<file path="src/rtl/gl_cmd_decoder.sv">
// gl_cmd_decoder
// Decodes GL-style commands into control pulses for the matrix multiply unit,
// perspective divider, matrix stacks and the transformed-vertex FIFO.
//
// Ports
//   clk, rst           clock (rising edge) and synchronous active-high reset
//   cmd_valid/ready    command handshake, accepted when both are high
//   opcode, imm        command opcode and immediate
//   bram_addr_in       operand address; bram_read_in packed {w3,w2,w1,w0}
//   bram_addr_out      BRAM address; bram_mux_sel 1 hands the port to the matrix unit
//   mul_en/mul_type    multiply start pulse, 1 = 4x4*4x4, 0 = 4x4*4x1
//   mul_done           multiply complete pulse
//   pdiv_en/pdiv_done  perspective-divide start / complete pulses
//   load_en            matrix load strobe (LOAD_BEATS beats)
//   load_id_en, push_en, pop_en   matrix stack pulses
//   matrix_mode_out    target matrix stack
//   color_out          packed {b,g,r}; viewport_out packed {h,w,y,x}
//   fifo_write_en      transformed-vertex write pulse
//   stack_err          stack over/underflow pulse
//
// Build option: GL_CMD_STACK_CHECK_EN adds per-mode depth tracking and
// over/underflow detection; without it push/pop always pulse and stack_err is 0.
//
// state    | meaning
// IDLE     | ready for a command, single-cycle ops complete here
// COLOR_RD | BRAM read of colour operand in flight
// V_MV     | vertex: waiting for modelview multiply
// V_PR     | vertex: waiting for projection multiply
// V_PD     | vertex: waiting for perspective divide
// MM_WAIT  | MULTMATRIX: matrix unit owns BRAM until mul_done
// LOAD_MX  | LOADMATRIX: streaming remaining load beats

module gl_cmd_decoder #(
  parameter int MODE_W      = 2,
  parameter int STACK_DEPTH = 16,
  parameter int LOAD_BEATS  = 4,
  parameter int ADDR_STEP   = 4
) (
  input  logic              clk,
  input  logic              rst,
  input  logic              cmd_valid,
  output logic              cmd_ready,
  input  logic [7:0]        opcode,
  input  logic [22:0]       imm,
  input  logic [31:0]       bram_addr_in,
  input  logic [127:0]      bram_read_in,
  output logic [31:0]       bram_addr_out,
  output logic              bram_mux_sel,
  output logic              mul_en,
  output logic              mul_type,
  input  logic              mul_done,
  output logic              pdiv_en,
  input  logic              pdiv_done,
  output logic              load_en,
  output logic              load_id_en,
  output logic              push_en,
  output logic              pop_en,
  output logic [MODE_W-1:0] matrix_mode_out,
  output logic [95:0]       color_out,
  output logic [127:0]      viewport_out,
  output logic              fifo_write_en,
  output logic              stack_err
);

  localparam logic [7:0] OP_VERTEX   = 8'h03;
  localparam logic [7:0] OP_COLOR    = 8'h04;
  localparam logic [7:0] OP_MODE     = 8'h10;
  localparam logic [7:0] OP_MULTMX   = 8'h11;
  localparam logic [7:0] OP_LOADID   = 8'h12;
  localparam logic [7:0] OP_LOADMX   = 8'h13;
  localparam logic [7:0] OP_PUSH     = 8'h14;
  localparam logic [7:0] OP_POP      = 8'h15;
  localparam logic [7:0] OP_VIEWPORT = 8'h19;

  localparam logic [127:0] VIEWPORT_RST = {32'h4370_0000, 32'h43A0_0000, 32'h0, 32'h0};
  localparam int CNT_W = $clog2(LOAD_BEATS + 1);

  typedef enum logic [2:0] {IDLE, COLOR_RD, V_MV, V_PR, V_PD, MM_WAIT, LOAD_MX} state_t;

  state_t             state;
  logic [MODE_W-1:0]  curr_mode;
  logic [CNT_W-1:0]   beats_left;

`ifdef GL_CMD_STACK_CHECK_EN
  localparam int DEPTH_W = (STACK_DEPTH > 1) ? $clog2(STACK_DEPTH) : 1;
  logic [DEPTH_W-1:0] depth [2**MODE_W];
`endif

  logic unused_imm;
  assign unused_imm = ^imm[22:MODE_W];

  always_ff @(posedge clk) begin
    if (rst) begin
      state           <= IDLE;
      curr_mode       <= '0;
      beats_left      <= '0;
      cmd_ready       <= 1'b0;
      bram_addr_out   <= '0;
      bram_mux_sel    <= 1'b0;
      mul_en          <= 1'b0;
      mul_type        <= 1'b0;
      pdiv_en         <= 1'b0;
      load_en         <= 1'b0;
      load_id_en      <= 1'b0;
      push_en         <= 1'b0;
      pop_en          <= 1'b0;
      matrix_mode_out <= '0;
      color_out       <= '0;
      viewport_out    <= VIEWPORT_RST;
      fifo_write_en   <= 1'b0;
      stack_err       <= 1'b0;
`ifdef GL_CMD_STACK_CHECK_EN
      for (int i = 0; i < 2**MODE_W; i++) depth[i] <= '0;
`endif
    end else begin
      mul_en        <= 1'b0;
      pdiv_en       <= 1'b0;
      load_en       <= 1'b0;
      load_id_en    <= 1'b0;
      push_en       <= 1'b0;
      pop_en        <= 1'b0;
      fifo_write_en <= 1'b0;
      stack_err     <= 1'b0;
      cmd_ready     <= (state == IDLE) ? 1'b1 : cmd_ready;

      case (state)
        IDLE: begin
          if (cmd_valid && cmd_ready) begin
            case (opcode)
              OP_MODE: begin
                curr_mode       <= imm[MODE_W-1:0];
                matrix_mode_out <= imm[MODE_W-1:0];
              end
              OP_LOADID: begin
                load_id_en      <= 1'b1;
                matrix_mode_out <= curr_mode;
              end
              OP_PUSH: begin
                matrix_mode_out <= curr_mode;
`ifdef GL_CMD_STACK_CHECK_EN
                if (depth[curr_mode] == DEPTH_W'(STACK_DEPTH - 1)) begin
                  stack_err <= 1'b1;
                end else begin
                  push_en          <= 1'b1;
                  depth[curr_mode] <= depth[curr_mode] + DEPTH_W'(1);
                end
`else
                push_en <= 1'b1;
`endif
              end
              OP_POP: begin
                matrix_mode_out <= curr_mode;
`ifdef GL_CMD_STACK_CHECK_EN
                if (depth[curr_mode] == '0) begin
                  stack_err <= 1'b1;
                end else begin
                  pop_en           <= 1'b1;
                  depth[curr_mode] <= depth[curr_mode] - DEPTH_W'(1);
                end
`else
                pop_en <= 1'b1;
`endif
              end
              OP_VIEWPORT: viewport_out <= bram_read_in;
              OP_COLOR: begin
                bram_addr_out <= bram_addr_in;
                bram_mux_sel  <= 1'b0;
                cmd_ready     <= 1'b0;
                state         <= COLOR_RD;
              end
              OP_VERTEX: begin
                mul_en          <= 1'b1;
                mul_type        <= 1'b0;
                matrix_mode_out <= '0;
                bram_mux_sel    <= 1'b0;
                bram_addr_out   <= bram_addr_in;
                cmd_ready       <= 1'b0;
                state           <= V_MV;
              end
              OP_MULTMX: begin
                mul_en          <= 1'b1;
                mul_type        <= 1'b1;
                bram_mux_sel    <= 1'b1;
                matrix_mode_out <= curr_mode;
                cmd_ready       <= 1'b0;
                state           <= MM_WAIT;
              end
              OP_LOADMX: begin
                load_en         <= 1'b1;
                matrix_mode_out <= curr_mode;
                bram_mux_sel    <= 1'b0;
                bram_addr_out   <= bram_addr_in;
                beats_left      <= CNT_W'(LOAD_BEATS - 1);
                if (LOAD_BEATS > 1) begin
                  cmd_ready <= 1'b0;
                  state     <= LOAD_MX;
                end
              end
              default: ;
            endcase
          end
        end
        COLOR_RD: begin
          color_out <= bram_read_in[95:0];
          cmd_ready <= 1'b1;
          state     <= IDLE;
        end
        // A done coinciding with its own start pulse belongs to an earlier
        // operation, so each wait only listens once the start pulse has dropped.
        V_MV: begin
          if (mul_done && !mul_en) begin
            mul_en          <= 1'b1;
            matrix_mode_out <= MODE_W'(1);
            state           <= V_PR;
          end
        end
        V_PR: begin
          if (mul_done && !mul_en) begin
            pdiv_en <= 1'b1;
            state   <= V_PD;
          end
        end
        V_PD: begin
          if (pdiv_done && !pdiv_en) begin
            fifo_write_en <= 1'b1;
            cmd_ready     <= 1'b1;
            state         <= IDLE;
          end
        end
        MM_WAIT: begin
          if (mul_done && !mul_en) begin
            bram_mux_sel <= 1'b0;
            cmd_ready    <= 1'b1;
            state        <= IDLE;
          end
        end
        LOAD_MX: begin
          // Last beat is issued while returning to IDLE so the strobe stays contiguous.
          load_en       <= 1'b1;
          bram_addr_out <= bram_addr_out + 32'(ADDR_STEP);
          beats_left    <= beats_left - CNT_W'(1);
          if (beats_left == CNT_W'(1)) begin
            cmd_ready <= 1'b1;
            state     <= IDLE;
          end
        end
        default: state <= IDLE;
      endcase
    end
  end

endmodule

</file>
<file path="config.mk">
export PLATFORM = sky130hd
export DESIGN_NAME = gl_cmd_decoder
export DESIGN_NICKNAME = d
export VERILOG_FILES = /design/src/rtl/gl_cmd_decoder.sv
export SDC_FILE = /design/constraint.sdc
export NUM_CORES = 1
export LEC_CHECK = 0
export BUFFER_PORTS_ARGS = -buffer_cell sky130_fd_sc_hd__buf_4
export CORE_AREA = 2 2 182 184
export DETAILED_ROUTE_END_ITERATION = 10
export DIE_AREA = 0 0 184 186
export GPL_ROUTABILITY_DRIVEN = 0
export PLACE_DENSITY = 0.65
export SLEW_MARGIN = 20
export SYNTH_ARGS = -nofsm -noshare
export SYNTH_HDL_FRONTEND = slang
export SYNTH_SLANG_ARGS = --single-unit
</file>
<file path="constraint.sdc">
create_clock -name clk -period 4.1 [get_ports clk]
set_input_delay 0.82 -clock clk [delete_from_list [all_inputs] [get_ports clk]]
set_output_delay 0.82 -clock clk [all_outputs]
set_load 0.05 [all_outputs]
</file>
# Yosys cells after proc, flatten, opt, wreduce, memory -nomap -nowiden

Cells that the tools add are included.

Bits in registers: 276

Bitwise logic cells: 4
$add $sub $neg: 2
Multiplexer cells: 41
Reduce and logical (&&, ||, !) cells: 25
Equality and inequality tests: 27

Operators by type and width:

| kind                                                                  | count |
|---|---|
| 32-bit 2-to-1 mux                                                     | 2 |
| 32-bit case mux with 2 select lines                                   | 1 |
| 8-bit by 5-bit equality test with 1-bit output, second input constant | 7 |
| 32-bit by 3-bit adder with 32-bit output, second input constant       | 1 |
| 3-bit 2-to-1 mux                                                      | 8 |
| 3-bit case mux with 6 select lines                                    | 1 |
| 1-bit 2-to-1 mux                                                      | 17 |
| 3-bit AND reduction                                                   | 5 |
| 2-bit != test, second input constant                                  | 6 |
| 3-bit case mux with 4 select lines                                    | 1 |
| 1-bit case mux with 2 select lines                                    | 5 |
| 3-bit equality test, second input constant                            | 3 |
| 8-bit by 2-bit equality test with 1-bit output, second input constant | 1 |
| 8-bit by 3-bit equality test with 1-bit output, second input constant | 1 |
| 4-bit AND reduction                                                   | 2 |
| 2-bit nonzero test                                                    | 4 |
| 7-bit AND reduction                                                   | 1 |
| 3-bit by 1-bit equality test with 1-bit output, second input constant | 2 |
| 3-bit by 2-bit equality test with 1-bit output, second input constant | 2 |
| 2-bit case mux with 3 select lines                                    | 1 |
| 3-bit case mux with 2 select lines                                    | 1 |
| 2-bit OR reduction                                                    | 3 |
| 3-bit OR reduction                                                    | 2 |
| 5-bit by 1-bit != test with 1-bit output, second input constant       | 1 |
| other kinds (13)                                                      | 21 |

# Longest topological paths before layout

Depth after elaboration: 5
Mapped depth: 8
Depth with buffers taken out: 7

# Least setup slack after synthesis

No wires, ideal clock.

Path kind: input to register
From: input port opcode[3]
To: register matrix_mode_out[1]
Data required time: 4.040 ns
Arrival: 2.238 ns
Setup slack: 1.803 ns
Library setup time: 0.060 ns
Stages: 6
Cell sequence: or4_4 > buf_6 > nor3_4 > a2bb2oi_2 > a2111oi_1 > a31o_1

Cells in the longest elaborated chain, start to end: 5

Ends and longest elaborated chain:

| element                                        | RTL line | source |
|---|---|---|
| start: declaration                             | 43       | `input logic [7:0] opcode,` |
| 8-bit by 5-bit equality test with 1-bit output | 129      | `case (opcode)` |
| 5-bit OR reduction (no line)                   | n/a      |  |
| 2-bit case mux with 3 select lines             | 129      |  |
| 2-bit 2-to-1 mux                               | 128      | `if (cmd_valid && cmd_ready) begin` |
| 2-bit case mux with 2 select lines             | 126      | `case (state)` |
| end signal: assignment                         | 132      | `matrix_mode_out <= imm[MODE_W-1:0];` |
| end signal: assignment                         | 136      | `matrix_mode_out <= curr_mode;` |
| end signal: assignment                         | 139      | `matrix_mode_out <= curr_mode;` |
| end: declaration                               | 58       | `output logic [MODE_W-1:0] matrix_mode_out,` |

Parallel ways exist; a longest one is shown, timed or not. The select of a mux whose other input is x is not followed.
A chain may end at the register's enable or synchronous reset.

# Worst setup path after layout

From: input port opcode[3]
To: register bram_addr_out[19]

Cells in the longest elaborated chain, start to end: 4

Ends and longest elaborated chain:

| element                                                                      | RTL line | source |
|---|---|---|
| 8-bit by 5-bit equality test with 1-bit output, or another cell as far along | 129      |  |
| 3-bit OR reduction (no line) *                                               | n/a      |  |
| 2-bit != test (no line) *                                                    | n/a      |  |
| 3-bit AND reduction (no line) *                                              | n/a      |  |
| end signal: assignment                                                       | 166      | `bram_addr_out <= bram_addr_in;` |
| end signal: assignment                                                       | 176      | `bram_addr_out <= bram_addr_in;` |
| end signal: assignment                                                       | 192      | `bram_addr_out <= bram_addr_in;` |
| end: declaration                                                             | 47       | `output logic [31:0] bram_addr_out,` |

Mark *: on every way between the ends. The rest lies on a longest branch, timed or not.

==> metrics.md <==
| Metric | Value |
|---|---|
| Slew Limit Fails | `0` |
| Cells after Synth | `1401` |
| Routed length per instance | `17.1 um` |
| CTS tree | `yes` |
| Leading area contributor after synthesis | `dfxtp_1` |
| First-pass GRT wire length | `56900 um` |
| Die Ht | `186 um` |
| Final nets | `1979` |
| Via Count | `11200` |
| Crit share post-route | `62.9%` |
| Mean area per synthesized cell | `7.80 um^2` |
| Non-Filler Instances | `2209` |
| DRC | `0` |
| Ratio of cells with drive above 1 in the final layout | `29.2%` |
| Max Fclk | `388 MHz` |
| Required time worst endpoint | `4.56 ns` |
| Routed Antenna Nets | `0` |
| Hold wc startpoint | `viewport_out[23]$_SDFFE_PP0P_` |
| Register area share after synthesis | `50.6%` |
| Final hold vios | `0` |
| Most frequent CP cell | `buf_4` |
| IO Pins | `465` |
| Max-cap violation count | `0` |
| CTS hold repair buffers | `0` |
| Seq cells post-synth | `276` |
| Largest net degree at the start of global routing | `147` |
| Num Clock Sinks | `276` |
| FFs w/ async S/R, synth | `0%` |
| Die width | `184 um` |
| Outcome | `completed` |
| Worst path slowest cell | `nor4_1` |
| Rel. slew slack | `40.5%` |
| Core area | `32200 um^2` |
| Ys Warns | `0` |
| Worst hold margin | `0.449 ns` |
| Peak VDD IR | `0.289 mV` |
| Gr usage total | `20.6%` |
| Tmin final | `2.58 ns` |
| Layout area overhead | `41.6%` |
| Crit path launch type | `input port` |
| Reg2reg start | `state[0]$_SDFFE_PP0P_` |
| Detailed Route Iter0 Violations | `617` |
| Post-CTS resize count | `0` |
| Maximum fanout along the worst path | `12` |
| Deepest clock path buffer count | `3` |
| Final instance area | `15500 um^2` |
| Dpl cells | `2156` |
| Total gr overflow | `0` |
| Setup-failing EPs final | `0` |
| Vias in the first global route | `10500` |
| Synth top area cells | `dfxtp_1, nand2_1, a21oi_1, clkbuf_1, nand3_1` |
| Clk root buf | `clkbuf_16` |
| Total CTS buffers | `30` |
| H-tree depth | `1` |
| CP Capture Type | `flop` |
| Crit path cell chain | `buf_4 > nor4_1 > o211ai_2 > a21oi_2 > buf_4 > a21oi_1 > a32o_1` |
| Antenna violations before repair | `0` |
| Clk_skew | `0.0133 ns` |
| Leak Pwr | `6.21 nW` |
| Post-synth top area share | `50.6%` |
| Cell Rows | `66` |
| Port buffer count | `442` |
| CTS clock-pin slew for the worst setup and hold paths | `0.06 ns` |
| RSZ-0062 raised after global routing | `no` |
| DIE AREA | `34200 um^2` |
| Clock latency on the worst-skew pair | `0.57 ns` |
| Power per cell area | `411 nW/um^2` |
| HP Class | `flop to flop` |
| Cell variety after synth | `72` |
| Setup tns final | `0 ns` |
| EDFF count, synth | `0` |
| Post-Syn Nets | `1600` |
| Slowest stage delay, CP | `0.60 ns` |
| Final WL | `37700 um` |
| Number of vias per cell | `5.07` |
| Post-CTS Setup Inserts | `0` |
| Inserted Diodes | `0` |
| Least-Margin Pin Slew | `0.892 ns` |
| Fill cells | `3204` |
| Arrival time worst endpoint | `3.04 ns` |
| Post-DP Area | `14500 um^2` |
| CP Class | `input port to flop` |
| Most frequent cells after synthesis | `nand2_1, dfxtp_1, a21oi_1` |
| Initial Utilization | `33.9%` |
| DR pass1 iterations | `5` |
| Worst Setup SP | `opcode[3]` |
| Most frequent cell after synthesis | `nand2_1` |
| Hpwl dp | `25900 um` |
| Post-Syn Area | `10900 um^2` |
| Synth Flop Type | `dfxtp_1` |
[logic make-up after synthesis]
family | after synthesis | synth area share, %
AND/OR/NAND/NOR | 646 | 25.1
AO/OA/AOI/OAI | 346 | 18.2
flip-flops | 276 | 50.6
buffers and inverters | 119 | 4.81
multiplexers | 8 | 0.756
adder cells (fa/ha/maj) | 3 | 0.344
XOR/XNOR | 2 | 0.160
other | 1 | 0.0343
[layout by cell type (no fill, tap or decap), drive strengths merged, types with 4 or more instances in the layout]
master / count
nand2: 497
buf: 454
dfxtp: 276
a21oi: 254
clkbuf: 46
nand3: 33
nor2: 30
o21ai: 21
nor3: 16
nand4: 15
inv: 11
a211oi: 11
and3: 9
o32ai: 8
nor4: 7
mux2i: 6
or3: 6
and4: 5
o22ai: 5
o31ai: 5
a31o: 5
nor2b: 4
nand3b: 4
a21o: 4
a31oi: 4
nor4b: 4
clkinv: 4
[power breakdown]
| part | total (mW) | internal (mW) | switching (mW) | leakage, nW |
|---|---|---|---|---|
| clock | 2.78 | 1.66 | 1.12 | 0.495 |
| combinational | 0.780 | 0.266 | 0.514 | 3.49 |
| sequential | 2.79 | 2.75 | 0.0405 | 2.23 |
[cell type report]
class                   count  area, um^2  share of cell area, %
clock inverters             8         143                  0.922
well taps                 408         510                   3.30
multi-input cells        1006        4900                   31.7
inverters                  11        41.3                  0.267
repair buffers            455        3470                   22.4
flip-flops and latches    276        5530                   35.7
clock buffers              45         877                   5.67
[routing by layer]
layer	vias up	share of wire, %	GRT usage, %
li1	5493	-	-
met1	5194	40	24.9
met2	447	49	35.6
met3	65	8.7	5.58
met4	0	2.4	6.11
met5	-	0	0
[stage by stage]
stage                     utilization, %  power [mW]  setup WS, ns
final                               48.0        6.35          1.52
after global routing                48.0        6.60          1.43
after CTS                           48.0        6.43          1.55
after detailed placement            44.9        3.63         0.920
after global placement              44.9        3.62          1.00
after floorplan                        -        3.30          1.80
[flip-flops by register name (all words and copies together) (netlist names), 2 cells and up]
signal and cells:
beats_left 3, color_out 96, curr_mode 2, bram_addr_out 32, viewport_out 128, state 3
matrix_mode_out 2
[worst max-delay path, delay by kind of cell]
family,cells,cell delay [ns]
AOI/OAI and AO/OA,4,1.20
and+or+nand+nor,1,0.60
buffers and inverters,2,0.41
[final timing paths]
kind                                          to  slack, ns  cells past startpoint
setup / recovery  bram_addr_out[19]$_SDFFE_PP0P_       1.52                      7
hold reg to reg    viewport_out[23]$_SDFFE_PP0P_       0.45                      2
setup reg to reg      color_out[20]$_SDFFE_PP0P_       1.61                      5
hold / removal     viewport_out[23]$_SDFFE_PP0P_       0.45                      2
Power figures use the tool's default switching activity.
